[src/rtl/axi4_lite_rd_arb_if.sv]
// AXI4-Lite read-channel bundle (AR + R) shared between the arbiter and the slave.
// The master side drives the address and R-ready; the slave side answers.
interface axi4_lite_rd_arb_if;

    logic [31:0] araddr;
    logic        arvalid;
    logic        arready;
    logic [31:0] rdata;
    logic [1:0]  rresp;
    logic        rvalid;
    logic        rready;

    modport master (
        output araddr,
        output arvalid,
        output rready,
        input  arready,
        input  rdata,
        input  rresp,
        input  rvalid
    );

    modport slave (
        input  araddr,
        input  arvalid,
        input  rready,
        output arready,
        output rdata,
        output rresp,
        output rvalid
    );

endinterface

[src/rtl/axi4_lite_rd_arb.sv]
// AXI4-Lite read arbiter: shares one read master channel between NUM_REQ
// requesters with round-robin priority and a single outstanding transaction.
// Read data and response go back only to the granted requester as a one-cycle
// completion pulse. Non-OKAY responses are counted in a saturating counter.
// Every output is driven straight from a flop so an asynchronous reset clears
// the whole interface in the same cycle it is asserted.
module axi4_lite_rd_arb #(
    parameter int NUM_REQ   = 4,
    parameter int ID_W      = 2,
    parameter int ERR_CNT_W = 16
) (
    input  logic                      clk,
    input  logic                      arst,
    input  logic [NUM_REQ*32-1:0]     req_addr,
    input  logic [NUM_REQ-1:0]        req_valid,
    output logic [NUM_REQ-1:0]        req_ready,
    output logic [31:0]               req_data,
    output logic [1:0]                req_resp,
    output logic [ID_W-1:0]           grant_id,
    output logic                      busy,
    output logic [ERR_CNT_W-1:0]      err_cnt,
    axi4_lite_rd_arb_if.master        s_axi
);

    // One-hot transaction phases; any other encoding falls back to IDLE.
    typedef enum logic [3:0] {
        ST_IDLE = 4'b0001,
        ST_ADDR = 4'b0010,
        ST_DATA = 4'b0100,
        ST_RESP = 4'b1000
    } state_t;

    localparam logic [ID_W-1:0]      LAST_RST = ID_W'(NUM_REQ - 1);
    localparam logic [NUM_REQ-1:0]   ONE_REQ  = {{(NUM_REQ-1){1'b0}}, 1'b1};
    localparam logic [ERR_CNT_W-1:0] ERR_MAX  = {ERR_CNT_W{1'b1}};
    localparam logic [ERR_CNT_W-1:0] ERR_ONE  = {{(ERR_CNT_W-1){1'b0}}, 1'b1};

    // Round-robin pick: scan upward starting just after the last winner,
    // wrapping modulo NUM_REQ, and take the first active request.
    function automatic logic [ID_W-1:0] rr_pick(
        input logic [NUM_REQ-1:0] valid,
        input logic [ID_W-1:0]    last
    );
        logic [ID_W-1:0] pick;
        logic [ID_W-1:0] idx;
        logic            found;
        logic            hit;
        pick  = last;
        found = 1'b0;
        for (int k = 1; k <= NUM_REQ; k++) begin
            idx   = ID_W'((int'(last) + k) % NUM_REQ);
            hit   = !found && valid[idx];
            pick  = hit ? idx : pick;
            found = found | hit;
        end
        return pick;
    endfunction

    state_t                state_r,      state_s;
    logic [ID_W-1:0]       last_grant_r, last_grant_s;
    logic [ID_W-1:0]       grant_id_r,   grant_id_s;
    logic [ERR_CNT_W-1:0]  err_cnt_r,    err_cnt_s;
    logic [31:0]           araddr_r,     araddr_s;
    logic                  arvalid_r,    arvalid_s;
    logic                  rready_r,     rready_s;
    logic [NUM_REQ-1:0]    req_ready_r,  req_ready_s;
    logic [31:0]           req_data_r,   req_data_s;
    logic [1:0]            req_resp_r,   req_resp_s;
    logic                  busy_r,       busy_s;

    logic [ID_W-1:0]       winner_s;
    logic [31:0]           winner_addr_s;

    // Arbitration winner for the current request vector.
    always_comb begin
        winner_s = rr_pick(req_valid, last_grant_r);
    end

    // Address of the winning requester, sampled only when the grant is taken.
    always_comb begin
        winner_addr_s = 32'h0000_0000;
        for (int i = 0; i < NUM_REQ; i++) begin
            winner_addr_s = (winner_s == ID_W'(i)) ? req_addr[32*i +: 32] : winner_addr_s;
        end
    end

    // Next-state and next-output decode; pulses and gated buses default to 0.
    always_comb begin
        state_s      = state_r;
        last_grant_s = last_grant_r;
        grant_id_s   = grant_id_r;
        err_cnt_s    = err_cnt_r;
        araddr_s     = 32'h0000_0000;
        arvalid_s    = 1'b0;
        rready_s     = 1'b0;
        req_ready_s  = {NUM_REQ{1'b0}};
        req_data_s   = 32'h0000_0000;
        req_resp_s   = 2'b00;
        busy_s       = 1'b0;

        case (state_r)
            ST_IDLE: begin
                if (req_valid != {NUM_REQ{1'b0}}) begin
                    state_s    = ST_ADDR;
                    grant_id_s = winner_s;
                    araddr_s   = winner_addr_s;
                    arvalid_s  = 1'b1;
                    busy_s     = 1'b1;
                end else begin
                    state_s    = ST_IDLE;
                end
            end

            ST_ADDR: begin
                busy_s = 1'b1;
                if (s_axi.arready) begin
                    // Address accepted: drop AR and open the R channel.
                    state_s  = ST_DATA;
                    rready_s = 1'b1;
                end else begin
                    // Hold address and valid stable until accepted.
                    state_s   = ST_ADDR;
                    araddr_s  = araddr_r;
                    arvalid_s = 1'b1;
                end
            end

            ST_DATA: begin
                busy_s = 1'b1;
                if (s_axi.rvalid) begin
                    state_s     = ST_RESP;
                    req_ready_s = ONE_REQ << grant_id_r;
                    req_data_s  = s_axi.rdata;
                    req_resp_s  = s_axi.rresp;
                end else begin
                    state_s  = ST_DATA;
                    rready_s = 1'b1;
                end
            end

            ST_RESP: begin
                // Completion pulse is on the outputs this cycle; retire it.
                state_s      = ST_IDLE;
                last_grant_s = grant_id_r;
                if ((req_resp_r != 2'b00) && (err_cnt_r != ERR_MAX)) begin
                    err_cnt_s = err_cnt_r + ERR_ONE;
                end else begin
                    err_cnt_s = err_cnt_r;
                end
            end

            default: begin
                state_s = ST_IDLE;
            end
        endcase
    end

    // State and output registers with asynchronous active-high reset.
    always_ff @(posedge clk or posedge arst) begin
        if (arst) begin
            state_r      <= ST_IDLE;
            last_grant_r <= LAST_RST;
            grant_id_r   <= {ID_W{1'b0}};
            err_cnt_r    <= {ERR_CNT_W{1'b0}};
            araddr_r     <= 32'h0000_0000;
            arvalid_r    <= 1'b0;
            rready_r     <= 1'b0;
            req_ready_r  <= {NUM_REQ{1'b0}};
            req_data_r   <= 32'h0000_0000;
            req_resp_r   <= 2'b00;
            busy_r       <= 1'b0;
        end else begin
            state_r      <= state_s;
            last_grant_r <= last_grant_s;
            grant_id_r   <= grant_id_s;
            err_cnt_r    <= err_cnt_s;
            araddr_r     <= araddr_s;
            arvalid_r    <= arvalid_s;
            rready_r     <= rready_s;
            req_ready_r  <= req_ready_s;
            req_data_r   <= req_data_s;
            req_resp_r   <= req_resp_s;
            busy_r       <= busy_s;
        end
    end

    assign s_axi.araddr  = araddr_r;
    assign s_axi.arvalid = arvalid_r;
    assign s_axi.rready  = rready_r;
    assign req_ready     = req_ready_r;
    assign req_data      = req_data_r;
    assign req_resp      = req_resp_r;
    assign grant_id      = grant_id_r;
    assign busy          = busy_r;
    assign err_cnt       = err_cnt_r;

endmodule

[src/flat_wrapper.sv]
// flat-port wrapper written by rule: the top's interface ports become plain ports
module axi4_lite_rd_arb_flat 
#(
    parameter int NUM_REQ   = 4,
    parameter int ID_W      = 2,
    parameter int ERR_CNT_W = 16
)
  (clk, arst, req_addr, req_valid, req_ready, req_data, req_resp, grant_id, busy, err_cnt, s_axi_araddr, s_axi_arvalid, s_axi_rready, s_axi_arready, s_axi_rdata, s_axi_rresp, s_axi_rvalid);
  axi4_lite_rd_arb_if s_axi_i ();
  input  logic clk;
  input  logic arst;
  input  logic [NUM_REQ*32-1:0] req_addr;
  input  logic [NUM_REQ-1:0] req_valid;
  output logic [NUM_REQ-1:0] req_ready;
  output logic [31:0] req_data;
  output logic [1:0] req_resp;
  output logic [ID_W-1:0] grant_id;
  output logic busy;
  output logic [ERR_CNT_W-1:0] err_cnt;
  output wire logic [$bits(s_axi_i.araddr)-1:0] s_axi_araddr;
  output wire logic [$bits(s_axi_i.arvalid)-1:0] s_axi_arvalid;
  output wire logic [$bits(s_axi_i.rready)-1:0] s_axi_rready;
  input wire logic [$bits(s_axi_i.arready)-1:0] s_axi_arready;
  input wire logic [$bits(s_axi_i.rdata)-1:0] s_axi_rdata;
  input wire logic [$bits(s_axi_i.rresp)-1:0] s_axi_rresp;
  input wire logic [$bits(s_axi_i.rvalid)-1:0] s_axi_rvalid;
  assign s_axi_araddr = s_axi_i.araddr;
  assign s_axi_arvalid = s_axi_i.arvalid;
  assign s_axi_rready = s_axi_i.rready;
  assign s_axi_i.arready = s_axi_arready;
  assign s_axi_i.rdata = s_axi_rdata;
  assign s_axi_i.rresp = s_axi_rresp;
  assign s_axi_i.rvalid = s_axi_rvalid;
  axi4_lite_rd_arb #(.NUM_REQ(NUM_REQ), .ID_W(ID_W), .ERR_CNT_W(ERR_CNT_W)) u_core (.clk(clk), .arst(arst), .req_addr(req_addr), .req_valid(req_valid), .req_ready(req_ready), .req_data(req_data), .req_resp(req_resp), .grant_id(grant_id), .busy(busy), .err_cnt(err_cnt), .s_axi(s_axi_i));
endmodule
[config.mk]
export PLATFORM = sky130hd
export DESIGN_NAME = axi4_lite_rd_arb_flat
export DESIGN_NICKNAME = d
export VERILOG_FILES = /design/src/rtl/axi4_lite_rd_arb_if.sv /design/src/rtl/axi4_lite_rd_arb.sv /design/src/flat_wrapper.sv
export SDC_FILE = /design/constraint.sdc
export NUM_CORES = 1
export LEC_CHECK = 0
export BUFFER_PORTS_ARGS = -buffer_cell sky130_fd_sc_hd__buf_2
export CAP_MARGIN = 20
export CORE_AREA = 2 2 104 106
export CTS_CLUSTER_SIZE = 40
export DETAILED_ROUTE_END_ITERATION = 8
export DIE_AREA = 0 0 106 108
export PLACE_DENSITY = 0.8
export RECOVER_POWER = 25
export SLEW_MARGIN = 20
export SYNTH_ARGS = -nofsm -noshare
export SYNTH_HDL_FRONTEND = slang
export SYNTH_SLANG_ARGS = --single-unit
export TNS_END_PERCENT = 1
[constraint.sdc]
create_clock -name clk -period 3.63 [get_ports clk]
set_clock_uncertainty 0.1 [all_clocks]
set_input_delay 0.1815 -clock clk [delete_from_list [all_inputs] [get_ports clk]]
set_output_delay 0.1815 -clock clk [all_outputs]
set_load 0.005 [all_outputs]
Word level (Yosys, flattened, before mapping)
Cells that the tools add are included.
- word-level logic and storage cells: 81
- memories: 0
- output and inout bits: 91
- ROM bits: 0
- RAM bits: 0
- input bits: 170
- bits in latches: 0
- register bits after elaboration: 97
- bitwise gates (word level): 2
- shift operators: 1
- equality and inequality tests: 9
- order comparisons: 4
- multiplexer cells: 36
- multiply operators: 0
- divide/modulo/power cells: 0
- reductions and logical operators: 13
- add/subtract/negate cells: 5
- operators by type and width (kind ; number):
    two-way mux 32 bit ; 8
    one-hot mux 32 bit (2 select lines) ; 1
    adder 16 x 1 -> 16 bit (second input constant) ; 1
    != test 16 bit (second input constant) ; 1
    two-way mux 2 bit ; 7
    less-than comparator 2 x 3 -> 1 bit (second input constant) ; 4
    two-way mux 4 bit ; 3
    one-hot mux 4 bit (3 select lines) ; 1
    binary-select mux 1 bit (select 2 bit) ; 4
    two-way mux 1 bit ; 8
    one-hot mux 1 bit (2 select lines) ; 3
    adder 2 x 1 -> 2 bit (second input constant) ; 2
    adder 2 bit (second input constant) ; 2
    equality test 2 bit (second input constant) ; 2
    equality test 4 x 1 -> 1 bit (second input constant) ; 1
    equality test 4 x 2 -> 1 bit (second input constant) ; 1
    equality test 4 x 3 -> 1 bit (second input constant) ; 1
    equality test 4 bit (second input constant) ; 1
    logical AND 1 bit ; 4
    AND reduction 2 bit ; 2
    nonzero test 4 bit ; 1
    left shift 1 x 2 -> 4 bit (first input constant) ; 1
    zero test 1 bit ; 3
    two-way mux 3 bit ; 1
    other kinds (6) ; 7

Longest topological paths before layout
Gate-level depths: netlist of run 1.
- depth in word-level cells: 19
- depth in mapped cells: 7
- gate-level depth less buffers: 6

Worst setup path after synthesis of run 1
No wires, ideal clock.
- path type: reg-to-reg
- from: register u_core.last_grant_r[0]
- to: register u_core.araddr_r[10], in the netlist u_core.s_axi.araddr[10]
- arrival time: 1663 ps
- path buffers: 2
- cell stages (with the launch flop): 8
- required time: 3388 ps
- period minus slack after synthesis: 1905 ps
- path slack: 1725 ps
- library setup time: 142 ps
- path through: dfstp_2 -> nor2b_1 -> a21o_1 -> a221oi_2 -> buf_4 -> buf_4 -> mux2i_1 -> o221ai_1
- word-level cells in the longest chain between the ends: 19
- elaborated cells between the ends (all ways): 34
- classes of those cells: add/sub (4); eq/ne (3); mux (18); bitwise (2); reduce/logical (7)
- ends and longest elaborated chain (item ; RTL line ; source):
    from (decl) ; axi4_lite_rd_arb.sv:60 ; logic [ID_W-1:0] last_grant_r, last_grant_s;
    from (signal assigned) ; axi4_lite_rd_arb.sv:174 ; last_grant_r <= last_grant_s;
    adder 2 x 1 -> 2 bit ; axi4_lite_rd_arb.sv:51 ; idx = ID_W'((int'(last) + k) % NUM_REQ);
    binary-select mux 1 bit (select 2 bit) ; axi4_lite_rd_arb.sv:52 ; hit = !found && valid[idx];
    two-way mux 1 bit (implied by the code) ; axi4_lite_rd_arb.sv:52 ;
    zero test 1 bit ; axi4_lite_rd_arb.sv:52 ;
    logical AND 1 bit ; axi4_lite_rd_arb.sv:52 ;
    OR 1 bit ; axi4_lite_rd_arb.sv:54 ; found = found | hit;
    zero test 1 bit ; axi4_lite_rd_arb.sv:52 ;
    logical AND 1 bit ; axi4_lite_rd_arb.sv:52 ;
    OR 1 bit ; axi4_lite_rd_arb.sv:54 ;
    zero test 1 bit ; axi4_lite_rd_arb.sv:52 ;
    logical AND 1 bit ; axi4_lite_rd_arb.sv:52 ;
    two-way mux 2 bit * ; axi4_lite_rd_arb.sv:53 ; pick = hit ? idx : pick;
    zero test 2 bit ; axi4_lite_rd_arb.sv:83 ; winner_addr_s = (winner_s == ID_W'(i)) ? req_addr[32*i +: 32] : winner_addr_s;
    two-way mux 32 bit (3 in a row) ; axi4_lite_rd_arb.sv:83 ;
    two-way mux 32 bit * ; axi4_lite_rd_arb.sv:83 ;
    two-way mux 32 bit * ; axi4_lite_rd_arb.sv:103 ; if (req_valid != {NUM_REQ{1'b0}}) begin
    one-hot mux 32 bit (2 select lines) * ; axi4_lite_rd_arb.sv:101 ; case (state_r)
    to (signal assigned) ; axi4_lite_rd_arb.sv:177 ; araddr_r <= araddr_s;
    to (decl) ; axi4_lite_rd_arb.sv:63 ; logic [31:0] araddr_r, araddr_s;
Mark *: on every way between the ends. The rest lies on a longest branch, timed or not. The select of a mux whose other input is x is not followed.
A chain may end at the register's enable or synchronous reset.

Final worst setup path of run 1
- from: register u_core.state_r[0]
- to: register u_core.araddr_r[7], in the netlist u_core.s_axi.araddr[7]
- word-level cells in the longest chain between the ends: 2
- elaborated cells between the ends (all ways): 4
- classes of those cells: eq/ne (3); mux (1)
- ends and longest elaborated chain (item ; RTL line ; source):
    from (decl) ; axi4_lite_rd_arb.sv:59 ; state_t state_r, state_s;
    from (signal assigned) ; axi4_lite_rd_arb.sv:173 ; state_r <= state_s;
    equality test 4 x 2 -> 1 bit / equality test 4 x 1 -> 1 bit (equally long branches) ; axi4_lite_rd_arb.sv:101 ;
    one-hot mux 32 bit (2 select lines) / != test 2 bit (equally long branches) ; - ;
Several ways; a longest one is shown, not always the timed one.

==> results of run 1 <==
[metal layers]
metal | GRT usage [%] | wire, um
met1 | 25.9 | 4860
met2 | 37.6 | 6690
met5 | 0 | 0
met3 | 5.18 | 920
met4 | 6.77 | 195
[worst min-delay path: stages]
cell	delay [ns]
buf_2	0.07
mux2i_1	0.05
o221ai_1	0.16
[layout by cell type, fill, tap and decap left out, drive strengths merged]
cell type and n:
a21oi 4, o221ai 32, nand3 4, dfstp 3, nand2b 3, inv 9
buf 215, nor4b 1, and3b 1, nor3 6, o41ai 1, nor4 4
clkinv 3, and2 34, nand4 5, or3 2, nand2 38, a21o 1
o21ai 5, nor2b 1, a221oi 1, xor2 9, mux2i 64, nor2 20
ha 1, and3 3, clkinvlp 2, or2 3, xnor2 6, dfrtp 94
clkbuf 55, dlygate4sd3 35, mux2 4
[flip-flops by register name, summed over array words and instances (netlist names)]
signal / count
u_core.req_data: 32
u_core.s_axi.arvalid: 1
u_core.req_resp: 2
u_core.s_axi.rready: 1
u_core.err_cnt: 16
u_core.s_axi.araddr: 32
u_core.grant_id: 2
u_core.req_ready: 4
u_core.last_grant_r: 2
u_core.busy: 1
u_core.state_r: 4
[timing repair]
| item | 4_1_cts | 5_1_grt |
|---|---|---|
| endpoints found under the hold margin | 128 | 0 |
| hold buffers | 35 | 0 |
| resized for setup | 0 | 0 |
[worst paths after layout]
path,from,endpoint
setup / recovery,u_core.state_r[0],u_core.s_axi.araddr[7]
hold / removal,req_addr[119],u_core.s_axi.araddr[23]
setup reg to reg,u_core.state_r[0],u_core.s_axi.araddr[7]
hold reg to reg,u_core.s_axi.araddr[18],u_core.s_axi.araddr[18]
max in group asynchronous,arst,u_core.s_axi.araddr[29]
min in group asynchronous,arst,u_core.req_data[16]
[report_power, final]
| group | internal (uW) | switching (uW) |
|---|---|---|
| sequential | 1320 | 182 |
| combinational | 560 | 636 |
| clock | 262 | 393 |
| total | 2150 | 1210 |
[cell families after synthesis]
| logic type | after synthesis |
|---|---|
| compound gates | 44 |
| xor+xnor | 15 |
| fa+ha+maj | 1 |
| buf+inv | 31 |
| flops | 97 |
| mux | 68 |
| simple gates | 125 |
[final cells by class]
class / count / area share, %
Clock buffer: 9 / 1.96
Clock inverter: 7 / 1.01
Inverter: 7 / 0.494
Multi-Input combinational cell: 253 / 30.0
Sequential cell: 97 / 38.4
Tap cell: 136 / 2.69
Timing Repair Buffer: 296 / 25.5
[stage by stage]
step | setup slack [ns] | utilization (%) | hold slack, ns | power [uW]
after floorplan | 0.820 | - | 0.210 | 2250
after global placement | 1.18 | 57.1 | 0.289 | 2670
after detailed placement | 1.00 | 57.1 | 0.291 | 2710
after CTS | 1.00 | 62.3 | 0.0295 | 3410
after global routing | 1.06 | 61.9 | 0.0315 | 3560
final | 1.30 | 61.9 | 0.0503 | 3360
==> flow_summary_export.csv, run 1 <==
group,metric,value,unit
outcome,status,"completed",
yosys,synth_top_family_by_area,"multiplexers",
place,dp.cells,754,
critical_path,cp_max_fo,33,
critical_path,critPathRequiredTime,3.78,ns
grt,grt_usage,21.3,%
place,gp_congestion,0.803,
clocking,cts.clk_slew.worst_paths,0.10,ns
layout,layoutNonFillerInstCount,805,
drt,drtAntennaViolNets,0,
drt,drt-total-wl,12.7,mm
critical_path,rrSetupSlack,1.30,ns
drt,viasPerCell,5.07,
sta,fmax,430,MHz
layout,seqCellArea,2430,sq um
yosys,synthDistinctLibCells,36,
yosys,synth_nets,552,
sta,hold_violations,0,
place,place_area,5840,sq um
grt,grt_pass1_wl,19.3,mm
yosys,syn_area,4460,sq um
drt,drcViolationCount,0,
sta,finalMaxSlewViolations,0,
clocking,cts_tree,"yes",
clocking,cts_setup_buffers,0,
power_and_ir_drop,p_leak,0.00333,uW
power_and_ir_drop,power.density,530,nW/um^2
sta,tightest_slew,0.848,ns
critical_path,max_stage_delay,0.62,ns
place,hpwl,9.03,mm
yosys,synthAdderAreaFrac,0.280,%
place,portBuffers,260,
critical_path,reg2reg_depth,4,
sta,post-route-period-util,64.1,%
layout,multi_input_area,1900,sq um
critical_path,path_depth,4,
yosys,yosys_warnings,0,
yosys,synthMuxAreaShare,15.4,%
yosys,synth-compound-area-share,8.07,%
layout,design_area,6330,sq um
yosys,ys_seq_area_share,54.5,%
yosys,synth_most_common_cell,"dfrtp_1",
clocking,cts_buffers,9,
yosys,async_flop_share,100,%
floorplan,num_rows,37,
clocking,htreeDepth,3,
yosys,synth_top_area_share,52.7,%
job,maxCapViolations,0,
yosys,synthCells,381,
yosys,syn_area_per_cell,11.7,sq um
critical_path,end_kind,"flop",
layout,n_fill_cell,856,
clocking,clock_path_buffers,2,
critical_path,worst-path-buf-inv,0,
sta,maxSlewHeadroom,43.5,%
drt,first_pass_iters,4,
critical_path,crit_arrival,2.47,ns
drt,wl_per_cell,15.7,um
floorplan,coreArea,10200,sq um
clocking,clkLatencyLatePin,0.35,ns
floorplan,initial_core_util,43.6,%
layout,drive_above_1_share,37.8,%
grt,grt_pass1_vias,4019,
yosys,netlist_top_cells_count,"dfrtp_1 (94), mux2i_1 (64), nand2_1 (38)",
power_and_ir_drop,ir_worst_vdd,619,uV
grt,grt_max_degree,98,
floorplan,num_io_pins,261,
layout,syn_to_final_growth,41.9,%
yosys,ys_ff_latch,97,
min_path,hold_path_depth,3,
yosys,synth_edf_count,0,
yosys,synthSimpleGateAreaFrac,15.3,%
drt,vias,4081,
min_path,hold_class,"primary input to flop",
floorplan,die_h,108,um
clocking,cts.sinks,97,
sta,fin_crit,2.33,ns
critical_path,cpMaxStageDelayCell,"dfstp_2",
yosys,synth_area_leaders,"dfrtp_1 (53%), mux2i_1 (14%), o221ai_1 (6.3%)",
drt,drtIter0Drc,187,
sta,rsz0062_at_grt,"false",
critical_path,critPathKind,"flop to flop",
critical_path,crit_chain,"o41ai_1, nor4_2, nand2_2, o221ai_1",
layout,fin_nets,835,
yosys,synth-main-ff-cell,"dfrtp_1",
critical_path,start_kind,"flop",
floorplan,die_area,11400,sq um
layout,n_antenna_cell,0,
grt,antenna_found_initial,0,
clocking,cts-root-buf,"clkbuf_8",
sta,setup_viol,0,
critical_path,path_delay_family,"simple AND/OR/NAND/NOR gates",
sta,fin_setup_tns,0,ns
grt,overflow,0,
floorplan,die_w,106,um
yosys,yosysTopAreaCell,"dfrtp_1",
yosys,synth_xor_area_share,2.94,%
(Power assumes the default switching activity.)
==> inputs of run 2 (changes only) <==
CORE_AREA = 2 2 109 111   (was 2 2 104 106)
DIE_AREA = 0 0 111 113   (was 0 0 106 108)
PLACE_DENSITY = 0.76   (was 0.8)
clock period = 1.93 ns   (was 3.63 ns; I/O delays follow)
==> flow_summary_export.csv, run 2 (synthesis gave the netlist of run 1 again) <==
group,metric,value,unit
floorplan,num_rows,39,
grt,antenna_found_initial,0,
grt,grt_usage,25.2,%
power_and_ir_drop,pwr-share-clk,25.3,%
drt,drt-total-wl,16.0,mm
critical_path,cp_max_fo,13,
drt,viasPerCell,5.09,
power_and_ir_drop,internal-power,5290,uW
sta,setup_viol,32,
sta,fin_setup_tns,-2.63,ns
place,dp_worst_setup_slack,-0.144,ns
layout,layout_commonest_cell,"buf_2",
floorplan,num_io_pins,261,
clocking,cts_tree,"yes",
job,maxCapViolations,0,
clocking,clock_path_buffers,2,
layout,drive_above_1_share,40.2,%
outcome,failed_checks,"negative hold slack, negative setup slack",
sta,worst_slack,-0.163,ns
layout,syn_to_final_growth,71.6,%
place,portBuffers,260,
sta,finalHoldWorstSlack,-0.00131,ns
drt,wl_per_cell,17.4,um
place,gp_congestion,0.937,
clocking,cts_buffers,9,
outcome,status,"finished with violations",
sta,tightest_slew,1.02,ns
min_path,hp-start,"req_addr[19]",
drt,first_pass_iters,5,
min_path,hold_class,"primary input to flop",
grt,grt_max_degree,42,
clocking,htreeDepth,3,
floorplan,coreArea,11300,sq um
power_and_ir_drop,ir_worst_vdd,603,uV
layout,final_cell_mix,"buf_2 (228), dlygate4sd3_1 (110), dfrtp_1 (94)",
clocking,clkLatencyLatePin,0.34,ns
layout,layoutNonFillerInstCount,921,
place,dp.cells,792,
power_and_ir_drop,p_comb_share,38.8,%
clocking,cts.sinks,97,
floorplan,die_h,113,um
critical_path,end_kind,"flop",
sta,maxSlewHeadroom,31.6,%
layout,fin_nets,943,
power_and_ir_drop,p_leak,0.00397,uW
grt,grt_pass1_wl,25.0,mm
sta,finalMaxSlewViolations,0,
floorplan,die_w,111,um
layout,n_fill_cell,840,
critical_path,r2r-start,"u_core.last_grant_r[0]",
grt,overflow,0,
critical_path,critPathKind,"flop to flop",
layout,design_area,7660,sq um
critical_path,startpoint,"u_core.last_grant_r[0]",
clocking,cts-root-buf,"clkbuf_16",
power_and_ir_drop,swShare,32.0,%
drt,drtAntennaViolNets,0,
sta,hold_violations,1,
floorplan,initial_core_util,39.6,%
place,hpwl,10.2,mm
power_and_ir_drop,power.switching,2490,uW
drt,drcViolationCount,0,
place,place_area,6180,sq um
power_and_ir_drop,power.density,1020,nW/um^2
drt,vias,4691,
critical_path,critPathRequiredTime,2.04,ns
drt,drtIter0Drc,262,
sta,post-route-period-util,108,%
floorplan,die_area,12500,sq um
sta,fin_crit,2.09,ns
sta,fmax,478,MHz
power_and_ir_drop,seqPwrFrac,35.9,%
grt,grt_pass1_vias,5022,
sta,rsz0062_at_grt,"true",
clocking,cts.clk_slew.worst_paths,0.07,ns
critical_path,crit_arrival,2.20,ns
critical_path,start_kind,"flop",
## run 2: cell count changes in the layout (fill, tap and decap cells not counted), moves of 3 or more
cell | previous run | this run
buf_12 | 1 | 9
clkbuf_16 | 0 | 9
dlygate4sd3_1 | 35 | 110
clkbuf_8 | 9 | 2
clkbuf_1 | 46 | 31
buf_4 | 0 | 24
mux2i_2 | 0 | 8
mux2i_1 | 64 | 55
buf_2 | 213 | 228
clkinv_4 | 3 | 0
## run 2: path summary, 6_finish.rpt
| kind | endpoint | slack (ns) | cells past startpoint |
|---|---|---|---|
| worst max-delay path | u_core.s_axi.araddr[0] | -0.16 | 7 |
| worst min-delay path | u_core.s_axi.araddr[19] | -0.001 | 3 |
| max in group asynchronous | u_core.last_grant_r[1] | 0.60 | 4 |
| worst min register to register | u_core.s_axi.araddr[7] | 0.38 | 2 |
| min in group asynchronous | u_core.req_resp[1] | 0.37 | 3 |
| worst max register to register | u_core.s_axi.araddr[0] | -0.16 | 7 |
## run 2: cell type report
| cell class | instances | area [sq um] | area share (%) |
|---|---|---|---|
| antenna | 1 | 2.50 | 0.0327 |
| multi-input combinational | 253 | 1950 | 25.5 |
| tap | 143 | 179 | 2.34 |
| sequential | 97 | 2430 | 31.7 |
| timing repair buffer | 404 | 2740 | 35.7 |
| inverter | 7 | 27.5 | 0.359 |
| clock inverter | 5 | 77.6 | 1.01 |
| clock buffer | 11 | 253 | 3.30 |
## run 2: power groups by stage
stage               combinational (uW)  sequential, uW  clock, uW
global route                      3230            2840       2110
detailed placement                2720            2820          0
CTS                               2930            2780       2010
finish                            3020            2790       1970
floorplan                         1430            2800          0
global placement                  2650            2790          0
## run 2: worst max-delay path: stages, from the launching register on
cell and delay [ns]:
dfstp_2 0.57, nor2b_2 0.05, a21o_1 0.17, a221oi_4 0.28, buf_12 0.20, buf_12 0.17
mux2i_2 0.27, o221ai_1 0.14
## run 2: what timing repair did
item,4_1_cts,5_1_grt
setup buffers,2,0
endpoints found under the hold margin,79,0
hold buffers,110,0
pin swaps,7,7
setup endpoints to repair,35,44
gates cloned,0,0
resized for setup,4,12
## run 2: layer usage
| metal | share of wire, % | GRT usage (%) | up-vias | routed length, um |
|---|---|---|---|---|
| met3 | 6.7 | 6.59 | 78 | 1070 |
| met2 | 49 | 42.3 | 239 | 7930 |
| met5 | 0 | 0 | - | 0 |
| met1 | 38 | 28.3 | 2241 | 6060 |
| li1 | - | - | 2133 | - |
| met4 | 6.2 | 17.4 | 0 | 988 |
## run 2: per-stage QoR
stage,power (uW),utilization (%)
finish,7780,67.9
detailed placement,5530,54.8
global placement,5430,54.8
CTS,7730,67.8
floorplan,4240,-
global route,8170,67.9
